<file path="config.mk">
export PLATFORM = sky130hd
export DESIGN_NAME = uart_dev
export DESIGN_NICKNAME = d
export VERILOG_FILES = /design/src/rtl/uart_dev.sv
export SDC_FILE = /design/constraint.sdc
export NUM_CORES = 1
export LEC_CHECK = 0
export CAP_MARGIN = 0
export CORE_MARGIN = 2
export CORE_UTILIZATION = 51
export DETAILED_ROUTE_END_ITERATION = 12
export MAX_ROUTING_LAYER = met4
export PLACE_DENSITY = 0.8
export SYNTH_ARGS = -nofsm -noshare
export SYNTH_HDL_FRONTEND = slang
export SYNTH_SLANG_ARGS = --single-unit
export TNS_END_PERCENT = 30
</file>
<file path="constraint.sdc">
create_clock -name clk -period 2.85 [get_ports clk]
set_clock_uncertainty 0.2 [all_clocks]
set_input_delay 0.57 -clock clk [delete_from_list [all_inputs] [get_ports clk]]
set_output_delay 0.57 -clock clk [all_outputs]
set_load 0.005 [all_outputs]
</file>
<file path="src/rtl/uart_dev.sv">
// Memory-mapped 8N1 UART: DATA/STATUS/CTRL registers, TX and RX FSMs, level IRQ on rx_valid & ien.
// RX sees rxd 2 cycles late through a synchroniser; UART_LOOPBACK_EN adds CTRL[1] to feed txd into RX.
module uart_dev #(
    parameter logic [15:0] DIV_RST = 16'd16
) (
    input  logic        clk,
    input  logic        reset,
    input  logic [29:0] Addr,
    input  logic        WE,
    input  logic        RE,
    input  logic [31:0] Din,
    output logic [31:0] Dout,
    output logic        IRQ,
    input  logic        rxd,
    output logic        txd
);

    typedef enum logic [1:0] {ST_IDLE, ST_START, ST_DATA, ST_STOP} state_t;

    logic [15:0] r_div;
    logic        r_ien;
    logic        w_loop_bit;

    state_t      r_tx_state;
    logic [15:0] r_tx_cnt;
    logic [15:0] r_tx_div;
    logic [2:0]  r_tx_bit;
    logic [7:0]  r_tx_shift;
    logic        r_txd;

    state_t      r_rx_state;
    logic [15:0] r_rx_cnt;
    logic [15:0] r_rx_div;
    logic [2:0]  r_rx_bit;
    logic [7:0]  r_rx_shift;
    logic        r_rx_s1;
    logic        r_rx_s2;
    logic [7:0]  r_rx_data;
    logic        r_rx_valid;
    logic        r_ovr;
    logic        r_ferr;

    logic        w_wr_data;
    logic        w_wr_ctrl;
    logic        w_rd_data;
    logic        w_rd_stat;
    logic        w_tx_busy;
    logic        w_rx_src;
    logic [15:0] w_din_div;
    logic        w_unused_bits;

    assign w_wr_data = WE && (Addr[1:0] == 2'd0);
    assign w_wr_ctrl = WE && (Addr[1:0] == 2'd2);
    assign w_rd_data = RE && (Addr[1:0] == 2'd0);
    assign w_rd_stat = RE && (Addr[1:0] == 2'd1);
    assign w_tx_busy = (r_tx_state != ST_IDLE);
    assign w_din_div = (Din[31:16] < 16'd2) ? 16'd2 : Din[31:16];
    assign w_unused_bits = &{1'b0, Addr[29:2], Din[15:1]};

`ifdef UART_LOOPBACK_EN
    logic r_loop;
    assign w_loop_bit = r_loop;
    assign w_rx_src   = r_loop ? r_txd : rxd;
`else
    assign w_loop_bit = 1'b0;
    assign w_rx_src   = rxd;
`endif

    always_ff @(posedge clk or negedge reset) begin
        if (!reset) begin
            r_div <= DIV_RST;
            r_ien <= 1'b0;
`ifdef UART_LOOPBACK_EN
            r_loop <= 1'b0;
`endif
        end else if (w_wr_ctrl) begin
            r_div <= w_din_div;
            r_ien <= Din[0];
`ifdef UART_LOOPBACK_EN
            r_loop <= Din[1];
`endif
        end
    end

    // Transmitter: txd is a flop so it changes exactly on bit boundaries.
    always_ff @(posedge clk or negedge reset) begin
        if (!reset) begin
            r_tx_state <= ST_IDLE;
            r_tx_cnt   <= 16'd0;
            r_tx_div   <= DIV_RST;
            r_tx_bit   <= 3'd0;
            r_tx_shift <= 8'd0;
            r_txd      <= 1'b1;
        end else begin
            case (r_tx_state)
                ST_IDLE: begin
                    if (w_wr_data) begin
                        r_tx_state <= ST_START;
                        r_tx_shift <= Din[7:0];
                        r_tx_div   <= r_div;
                        r_tx_cnt   <= 16'd0;
                        r_tx_bit   <= 3'd0;
                        r_txd      <= 1'b0;
                    end
                end
                ST_START: begin
                    if (r_tx_cnt == r_tx_div - 16'd1) begin
                        r_tx_state <= ST_DATA;
                        r_tx_cnt   <= 16'd0;
                        r_txd      <= r_tx_shift[0];
                    end else begin
                        r_tx_cnt <= r_tx_cnt + 16'd1;
                    end
                end
                ST_DATA: begin
                    if (r_tx_cnt == r_tx_div - 16'd1) begin
                        r_tx_cnt <= 16'd0;
                        if (r_tx_bit == 3'd7) begin
                            r_tx_state <= ST_STOP;
                            r_txd      <= 1'b1;
                        end else begin
                            r_tx_bit   <= r_tx_bit + 3'd1;
                            r_tx_shift <= {1'b0, r_tx_shift[7:1]};
                            r_txd      <= r_tx_shift[1];
                        end
                    end else begin
                        r_tx_cnt <= r_tx_cnt + 16'd1;
                    end
                end
                ST_STOP: begin
                    if (r_tx_cnt == r_tx_div - 16'd1) begin
                        r_tx_state <= ST_IDLE;
                        r_tx_cnt   <= 16'd0;
                    end else begin
                        r_tx_cnt <= r_tx_cnt + 16'd1;
                    end
                end
                default: r_tx_state <= ST_IDLE;
            endcase
        end
    end

    // Receiver. Pops and status clears come first so a completion on the same edge wins.
    always_ff @(posedge clk or negedge reset) begin
        if (!reset) begin
            r_rx_state <= ST_IDLE;
            r_rx_cnt   <= 16'd0;
            r_rx_div   <= DIV_RST;
            r_rx_bit   <= 3'd0;
            r_rx_shift <= 8'd0;
            r_rx_s1    <= 1'b1;
            r_rx_s2    <= 1'b1;
            r_rx_data  <= 8'd0;
            r_rx_valid <= 1'b0;
            r_ovr      <= 1'b0;
            r_ferr     <= 1'b0;
        end else begin
            r_rx_s1 <= w_rx_src;
            r_rx_s2 <= r_rx_s1;
            if (w_rd_data) r_rx_valid <= 1'b0;
            if (w_rd_stat) begin
                r_ovr  <= 1'b0;
                r_ferr <= 1'b0;
            end
            case (r_rx_state)
                ST_IDLE: begin
                    if (r_rx_s2 && !r_rx_s1) begin
                        r_rx_state <= ST_START;
                        r_rx_cnt   <= 16'd0;
                        r_rx_div   <= r_div;
                    end
                end
                ST_START: begin
                    if (r_rx_cnt == (r_rx_div >> 1) - 16'd1) begin
                        r_rx_cnt   <= 16'd0;
                        r_rx_bit   <= 3'd0;
                        r_rx_state <= r_rx_s2 ? ST_IDLE : ST_DATA;
                    end else begin
                        r_rx_cnt <= r_rx_cnt + 16'd1;
                    end
                end
                ST_DATA: begin
                    if (r_rx_cnt == r_rx_div - 16'd1) begin
                        r_rx_cnt   <= 16'd0;
                        r_rx_shift <= {r_rx_s2, r_rx_shift[7:1]};
                        if (r_rx_bit == 3'd7) r_rx_state <= ST_STOP;
                        else                  r_rx_bit   <= r_rx_bit + 3'd1;
                    end else begin
                        r_rx_cnt <= r_rx_cnt + 16'd1;
                    end
                end
                ST_STOP: begin
                    if (r_rx_cnt == r_rx_div - 16'd1) begin
                        r_rx_cnt   <= 16'd0;
                        r_rx_state <= ST_IDLE;
                        if (!r_rx_s2) begin
                            r_ferr <= 1'b1;
                        end else if (r_rx_valid && !w_rd_data) begin
                            r_ovr <= 1'b1;
                        end else begin
                            r_rx_data  <= r_rx_shift;
                            r_rx_valid <= 1'b1;
                        end
                    end else begin
                        r_rx_cnt <= r_rx_cnt + 16'd1;
                    end
                end
                default: r_rx_state <= ST_IDLE;
            endcase
        end
    end

    always_comb begin
        Dout = 32'd0;
        case (Addr[1:0])
            2'd0:    Dout = {24'd0, r_rx_data};
            2'd1:    Dout = {27'd0, r_ferr, r_ovr, r_rx_valid, w_tx_busy, 1'b0};
            2'd2:    Dout = {r_div, 14'd0, w_loop_bit, r_ien};
            default: Dout = 32'd0;
        endcase
    end

    assign IRQ = r_rx_valid & r_ien;
    assign txd = r_txd;

endmodule

</file>
==> results by group, run 1 <==
Worst setup path
  – CP endpoint kind: flop
  – Setup slack, reg-to-reg: -0.29 ns
  – CP Cell Sequence: buf_4 -> or4_4 -> or4_4 -> a21oi_2 -> o2111ai_1 -> o31a_2 -> o21bai_4 -> mux2_2
  – Crit Path Category: flop to flop
  – WP data arrival: 3.25 ns
  – CP most frequent cell: or4_4
  – Startpoint Class: flop
  – Largest stage delay, worst path: approximately 0.50 ns
  – Critical R2R Launch: r_rx_div[5]
  – Req. time, crit path: 2.97 ns
  – Cell at the slowest stage of the critical path: or4_4
  – Max FO, Critical Path: 6
  – Crit. Startpoint: r_rx_div[5]

Synth
  – Synth cell types: 77
  – Cells after Synth: approximately 770
  – Seq/Total Area, Yosys: 0.406
  – Async S/R FF share, synth: 1.00
  – Cell Area, Synth: around 7500 um2
  – Mean Syn Cell Area: ~9.7 um2
  – EDFF count, synth: 0
  – Register bit count reported by yosys: between 100 and 150
  – Top_reg_cell synth: dfrtp_1
  – Ys Warns: 0

Detailed routing
  – DR WL/cell: 17.5 um
  – Routed WL: 19.1 mm
  – # DRC: 0
  – 1st-iter DRT viols: between 400 and 500
  – Antenna Nets Post-Route: 0
  – Vias per inst: about 5.7
  – Drt first pass iters: 5
  – Detailed-route via count: about 6200

Clocking
  – Clk_lat worst skew: approximately 0.43 ns
  – CTS clk-pin slew, worst paths: roughly 0.06 ns
  – Root Driver: clkbuf_16
  – CTS sink cnt: between 100 and 150
  – Max clock buf depth: 2
  – H-tree depth: 4
  – CTS tree: done
  – Num CTS Buffers: 17

Layout
  – Area Overhead vs Synth: 31.7%
  – Layout Nets: 977
  – Layout cells sized above 1: 0.311
  – Most frequent cells in the layout: dfrtp_1 (114), buf_4 (84), nand2_1 (79), mux2_2 (59), nor2_1 (56)
  – Commonest non-fill, non-tap cell in the layout: dfrtp_1
  – Fill cells: about 1000
  – Diodes inserted: 0

Floorplan
  – Starting density of the core: 0.518
  – DIE WIDTH: around 130 um
  – Placement Rows: 44
  – Std-Cell Core Area: around 14000 um2
  – Die area: between 15000 and 20000 um2
  – Die Ht: 125 um
  – Top Ports: about 100

Power
  – Pleak: 4.38 nW
  – Power Total: roughly 9.4 mW
  – Peak VDD IR: approximately 0.72 mV
  – Power per cell area: 951 nW/um2

Timing
  – Hold Violations, Final: 0
  – Unrepaired setup endpoints after global routing: true
  – Worst slew pin tran: 0.656 ns
  – Setup TNS: -9.11 ns
  – Final Slew Violations: 0
  – Min cycle time layout: approximately 3.1 ns
  – Final setup margin: -0.287 ns
  – Final period util: 1.10
  – Worst relative slew slack: 0.562
  – Final Setup Violations: 66
  – Peak Freq: 319 MHz

Placement
  – Worst slack, placed: -0.292 ns
  – Post-detail-place hpwl: between 10 and 15 mm
  – GPL Wtd Cong: 0.913
  – IO Port Bufs: 56

GRT
  – Global Route Usage Sum: 0.254
  – Largest net degree at the start of global routing: 49
  – Total gr overflow: 0
  – Vias in the first global route: 6260
  – Initial antenna violation count: 0
  – First-pass GRT wire length: slightly above 30 mm

Outcome
  – Status: complete, but fails checks
  – Violated checks: setup timing

Hold path
  – Hold crit path type: flop to flop
  – Hold Startpoint: r_rx_s1

Job
  – Max-cap violations: 0
[final timing paths]
kind / to / depth (start not counted)
worst max-delay path: r_rx_bit[0] / 8
worst min-delay path: r_rx_s2 / 0
worst max register to register: r_rx_bit[0] / 8
worst min register to register: r_rx_s2 / 0
max in group asynchronous: r_tx_div[15] / 3
min in group asynchronous: r_rx_state[0] / 2
[cell usage after synthesis (all sizes together) (3+ instances only)]
cell | count | area [um2]
inv | 19 | 71.3
clkbuf | 35 | 131
nand4b | 3 | 26.3
dfrtp | 115 | 2880
o21bai | 3 | 26.3
nor2 | 60 | 225
or2 | 6 | 37.5
nor4b | 5 | 50.0
nor4 | 14 | 115
a2bb2oi | 3 | 26.3
a21oi | 12 | 60.1
dfstp | 6 | 158
nand3 | 17 | 97.6
mux2 | 75 | 875
nand4 | 11 | 75.1
a31oi | 6 | 37.5
a22o | 4 | 35.0
ha | 14 | 175
or3 | 9 | 56.3
and3 | 5 | 31.3
nand3b | 5 | 37.5
buf | 19 | 126
mux2i | 9 | 90.1
nor3b | 6 | 45.0
xnor2 | 34 | 298
nor2b | 10 | 62.6
a21o | 5 | 37.5
nor3 | 17 | 90.1
xor2 | 33 | 289
o21ai | 36 | 184
and4 | 5 | 43.8
nand2b | 8 | 50.1
a21boi | 4 | 30.0
or4 | 5 | 37.5
o211ai | 11 | 82.6
o31ai | 3 | 22.5
o22ai | 6 | 37.5
nand2 | 79 | 297
and2 | 25 | 156
[power by group]
part	total [mW]	switching, mW	internal (mW)
Sequential	2.67	0.505	2.17
Combinational	4.53	2.22	2.31
Clock	2.16	0.850	1.31
[cells by family after synthesis]
family                     Yosys count  share of synthesized area
and+or+nand+nor                    294                      0.213
DFF                                121                      0.406
AOI/OAI and AO/OA                  113                      0.103
muxes                               84                      0.129
buffers and inverters               73                     0.0440
xor gates and xnor gates            68                     0.0815
adders and majority gates           14                     0.0234
other                                1                   0.000502
[registers in the layout (all words and copies together), names as in the netlist, 2 cells and up, named ones only]
name and flops:
r_tx_state 2, r_rx_data 8, r_rx_div 16, r_rx_cnt 16, r_rx_bit 3, r_div 16
r_rx_shift 8, r_tx_div 16, r_tx_cnt 16, r_tx_shift 8, r_tx_bit 3
[repair_timing]
action	in CTS	in global routing
hold buffers	1	0
cloned	0	2
buffers inserted	2	5
pin swaps	14	22
endpoints found under the setup margin	72	91
endpoints found under the hold margin	42	0
gates resized for setup	31	76
[critical path, delay by kind of cell (launching register included)]
family,cells,cell delay (ns)
buffers and inverters,1,0.17
and+or+nand+nor,2,1.00
muxes,1,0.27
DFF,1,0.38
AOI/OAI and AO/OA,4,1.01
[per-stage QoR]
step / hold slack (ns) / util / instance area, um2 / std cells
floorplan: 0.0744 / - / 7540 / 775
global placement: 0.180 / 0.610 / 8790 / 1051
detailed placement: 0.182 / 0.610 / 8790 / 1051
CTS: 0.183 / 0.661 / 9540 / 1086
global route: 0.189 / 0.683 / 9840 / 1093
finish: 0.179 / 0.683 / 9840 / 1093
[layout make-up]
cell class	count	area (um2)	area share
clock buffers	18	439	0.0446
flip-flops and latches	121	3040	0.308
multi-input cells	581	4500	0.457
well taps	184	230	0.0234
clock inverters	14	148	0.0150
repair buffers	156	1420	0.144
inverters	19	71.3	0.00724
[layer usage]
layer | vias to the layer above | GRT usage | routed length, um
met2 | 193 | 0.395 | 9150
met5 | - | - | 0
met4 | 0 | 0.0915 | 436
met3 | 40 | 0.0526 | 1040
met1 | 3077 | 0.330 | 8520
li1 | 2938 | - | -
Note: power is estimated with default switching activity, not from simulation.
==> inputs of run 2 (changes only) <==
--- a/config.mk
+++ b/config.mk
@@ -6,6 +6,7 @@
 export NUM_CORES = 1
 export LEC_CHECK = 0
 export CAP_MARGIN = 0
+export CORE_ASPECT_RATIO = 1.4
 export CORE_MARGIN = 2
 export CORE_UTILIZATION = 51
 export DETAILED_ROUTE_END_ITERATION = 12
==> run 2 against run 1 <==
Effect of this change: the flow still finishes with violations (setup timing); core utilization increased by 0.28 points; global-route usage rose by 1.0 points; flip-flop and latch count is the same; total power increased by 1.7%; critical endpoint is now r_rx_data[2].
==> results by group, run 2 (synthesized netlist as in run 1, its figures left out) <==
Layout
  – Footprint of the multi-input gates: approximately 4400 um2
  – Fin cells: roughly 1100
  – Post-route cell area: between 9000 and 10000 um2
  – Most frequent cells in the layout: dfrtp_1 (114), buf_4 (91), nand2_1 (79), mux2_2 (59), nor2_1 (57)
  – Diodes inserted: 0
  – Layout Nets: roughly 980
  – Commonest non-fill, non-tap cell in the layout: dfrtp_1
  – Fill cells: between 900 and 1000
  – Register Area: 3040 um2
  – Layout cells sized above 1: 0.304
  – Area Overhead vs Synth: 31.8%

Detailed routing
  – Vias per inst: approximately 5.7
  – Drt first pass iters: 5
  – Antenna Nets Post-Route: 0
  – Detailed-route via count: 6342
  – 1st-iter DRT viols: between 200 and 300
  – DR WL/cell: between 15 and 20 um
  – Routed WL: 20.2 mm
  – # DRC: 0

Worst setup path
  – CP endpoint kind: flop
  – Cell at the slowest stage of the critical path: or4_4
  – Setup slack, reg-to-reg: -0.26 ns
  – Largest stage delay, worst path: 0.54 ns
  – WP data arrival: 3.20 ns
  – Startpoint Class: flop
  – Crit Path Category: flop to flop
  – Cell family with most CP delay: simple AND/OR/NAND/NOR gates
  – CP Cell Sequence: or4_4 -> nand4bb_4 -> or3b_4 -> a211oi_2 -> o2111a_2 -> and3_4 -> nand3_4 -> mux2_4
  – WP buf/inv: 0
  – Req. time, crit path: 2.95 ns
  – Max FO, Critical Path: 8

Placement
  – DP Area: ~9000 um2
  – Worst slack, placed: -0.301 ns
  – IO Port Bufs: 56
  – GPL Wtd Cong: around 0.99
  – Post-Place Cells: ~1100
  – Post-detail-place hpwl: 13.6 mm

Clocking
  – Root Driver: clkbuf_16
  – CTS sink cnt: ~120
  – CTS tree: done
  – H-tree depth: 4
  – CTS clk-pin slew, worst paths: approximately 0.06 ns
  – Num CTS Buffers: 17
  – Max clock buf depth: 2
  – Clk_lat worst skew: ~0.42 ns

Timing
  – Min cycle time layout: around 3.1 ns
  – Unrepaired setup endpoints after global routing: true
  – Worst relative slew slack: 0.612
  – Final Slew Violations: 0
  – Hold WS: about 0.20 ns
  – Worst slew pin tran: slightly below 0.6 ns
  – Peak Freq: 322 MHz
  – Hold Violations, Final: 0
  – Final setup margin: -0.257 ns
  – Final Setup Violations: between 60 and 70
  – Final period util: 1.09

Job
  – Max-cap violations: 0

GRT
  – Initial antenna violation count: 0
  – First-pass GRT wire length: approximately 32 mm
  – Largest net degree at the start of global routing: 44
  – Vias in the first global route: around 6500
  – Total gr overflow: 0
  – Global Route Usage Sum: 0.264

Floorplan
  – DIE WIDTH: 106 um
  – Die area: between 15000 and 20000 um2
  – Placement Rows: 52
  – Starting density of the core: 0.520
  – Die Ht: between 100 and 150 um
  – Std-Cell Core Area: ~14000 um2
  – Top Ports: 101

Outcome
  – Status: complete, but fails checks
  – Violated checks: setup timing

Power
  – Power per cell area: between 900 and 1000 nW/um2
  – Power Total: ~9.5 mW
  – Pleak: between 4 and 5 nW
  – Peak VDD IR: 0.546 mV

Hold path
  – Hold crit path type: flop to flop
run 2: repair_timing:
action / CTS / global route
setup buffers: 9 / 4
hold endpoints to repair: 39 / 0
pin swaps: 12 / 19
gates resized for setup: 51 / 33
gates cloned: 0 / 2
setup endpoints to repair: 87 / 89
hold buffers: 1 / 0
run 2: cell type report:
class                           instances  share of cell area
Timing Repair Buffer                  161               0.149
Sequential cell                       121               0.308
Clock buffer                           19              0.0449
Clock inverter                         13              0.0170
Inverter                               19             0.00724
Tap cell                              189              0.0240
Multi-Input combinational cell        582               0.450
run 2: metrics by stage:
step	TNS (ns)	util
2_1_floorplan	-4.52	-
3_3_place_gp	-9.45	0.615
3_5_place_dp	-10.96	0.615
4_1_cts	-6.45	0.675
5_1_grt	-14.69	0.685
6_report	-7.39	0.685
run 2: path summary, 6_finish.rpt:
kind                              from             to  depth (start not counted)
max                        r_rx_div[3]   r_rx_data[2]                          8
min                            r_rx_s1        r_rx_s2                          0
max reg2reg                r_rx_div[3]   r_rx_data[2]                          8
min reg2reg                    r_rx_s1        r_rx_s2                          0
max in group asynchronous        reset    r_rx_div[4]                          3
min in group asynchronous        reset  r_tx_shift[1]                          2
run 2: report_power, final:
part           internal, mW  total [mW]  switching [mW]  leakage [nW]
combinational          2.37        4.58            2.22          2.63
clock                  1.41        2.24           0.837         0.294
sequential             2.17        2.70           0.532          1.55
total                  5.94        9.53            3.59          4.48
run 2: routing by layer:
layer  part of all wire  global-route usage  vias up
li1                   -                   -     2964
met5                  0                   -        -
met4              0.040               0.123        0
met2               0.55               0.474      158
met3              0.032              0.0368       73
met1               0.37               0.284     3147
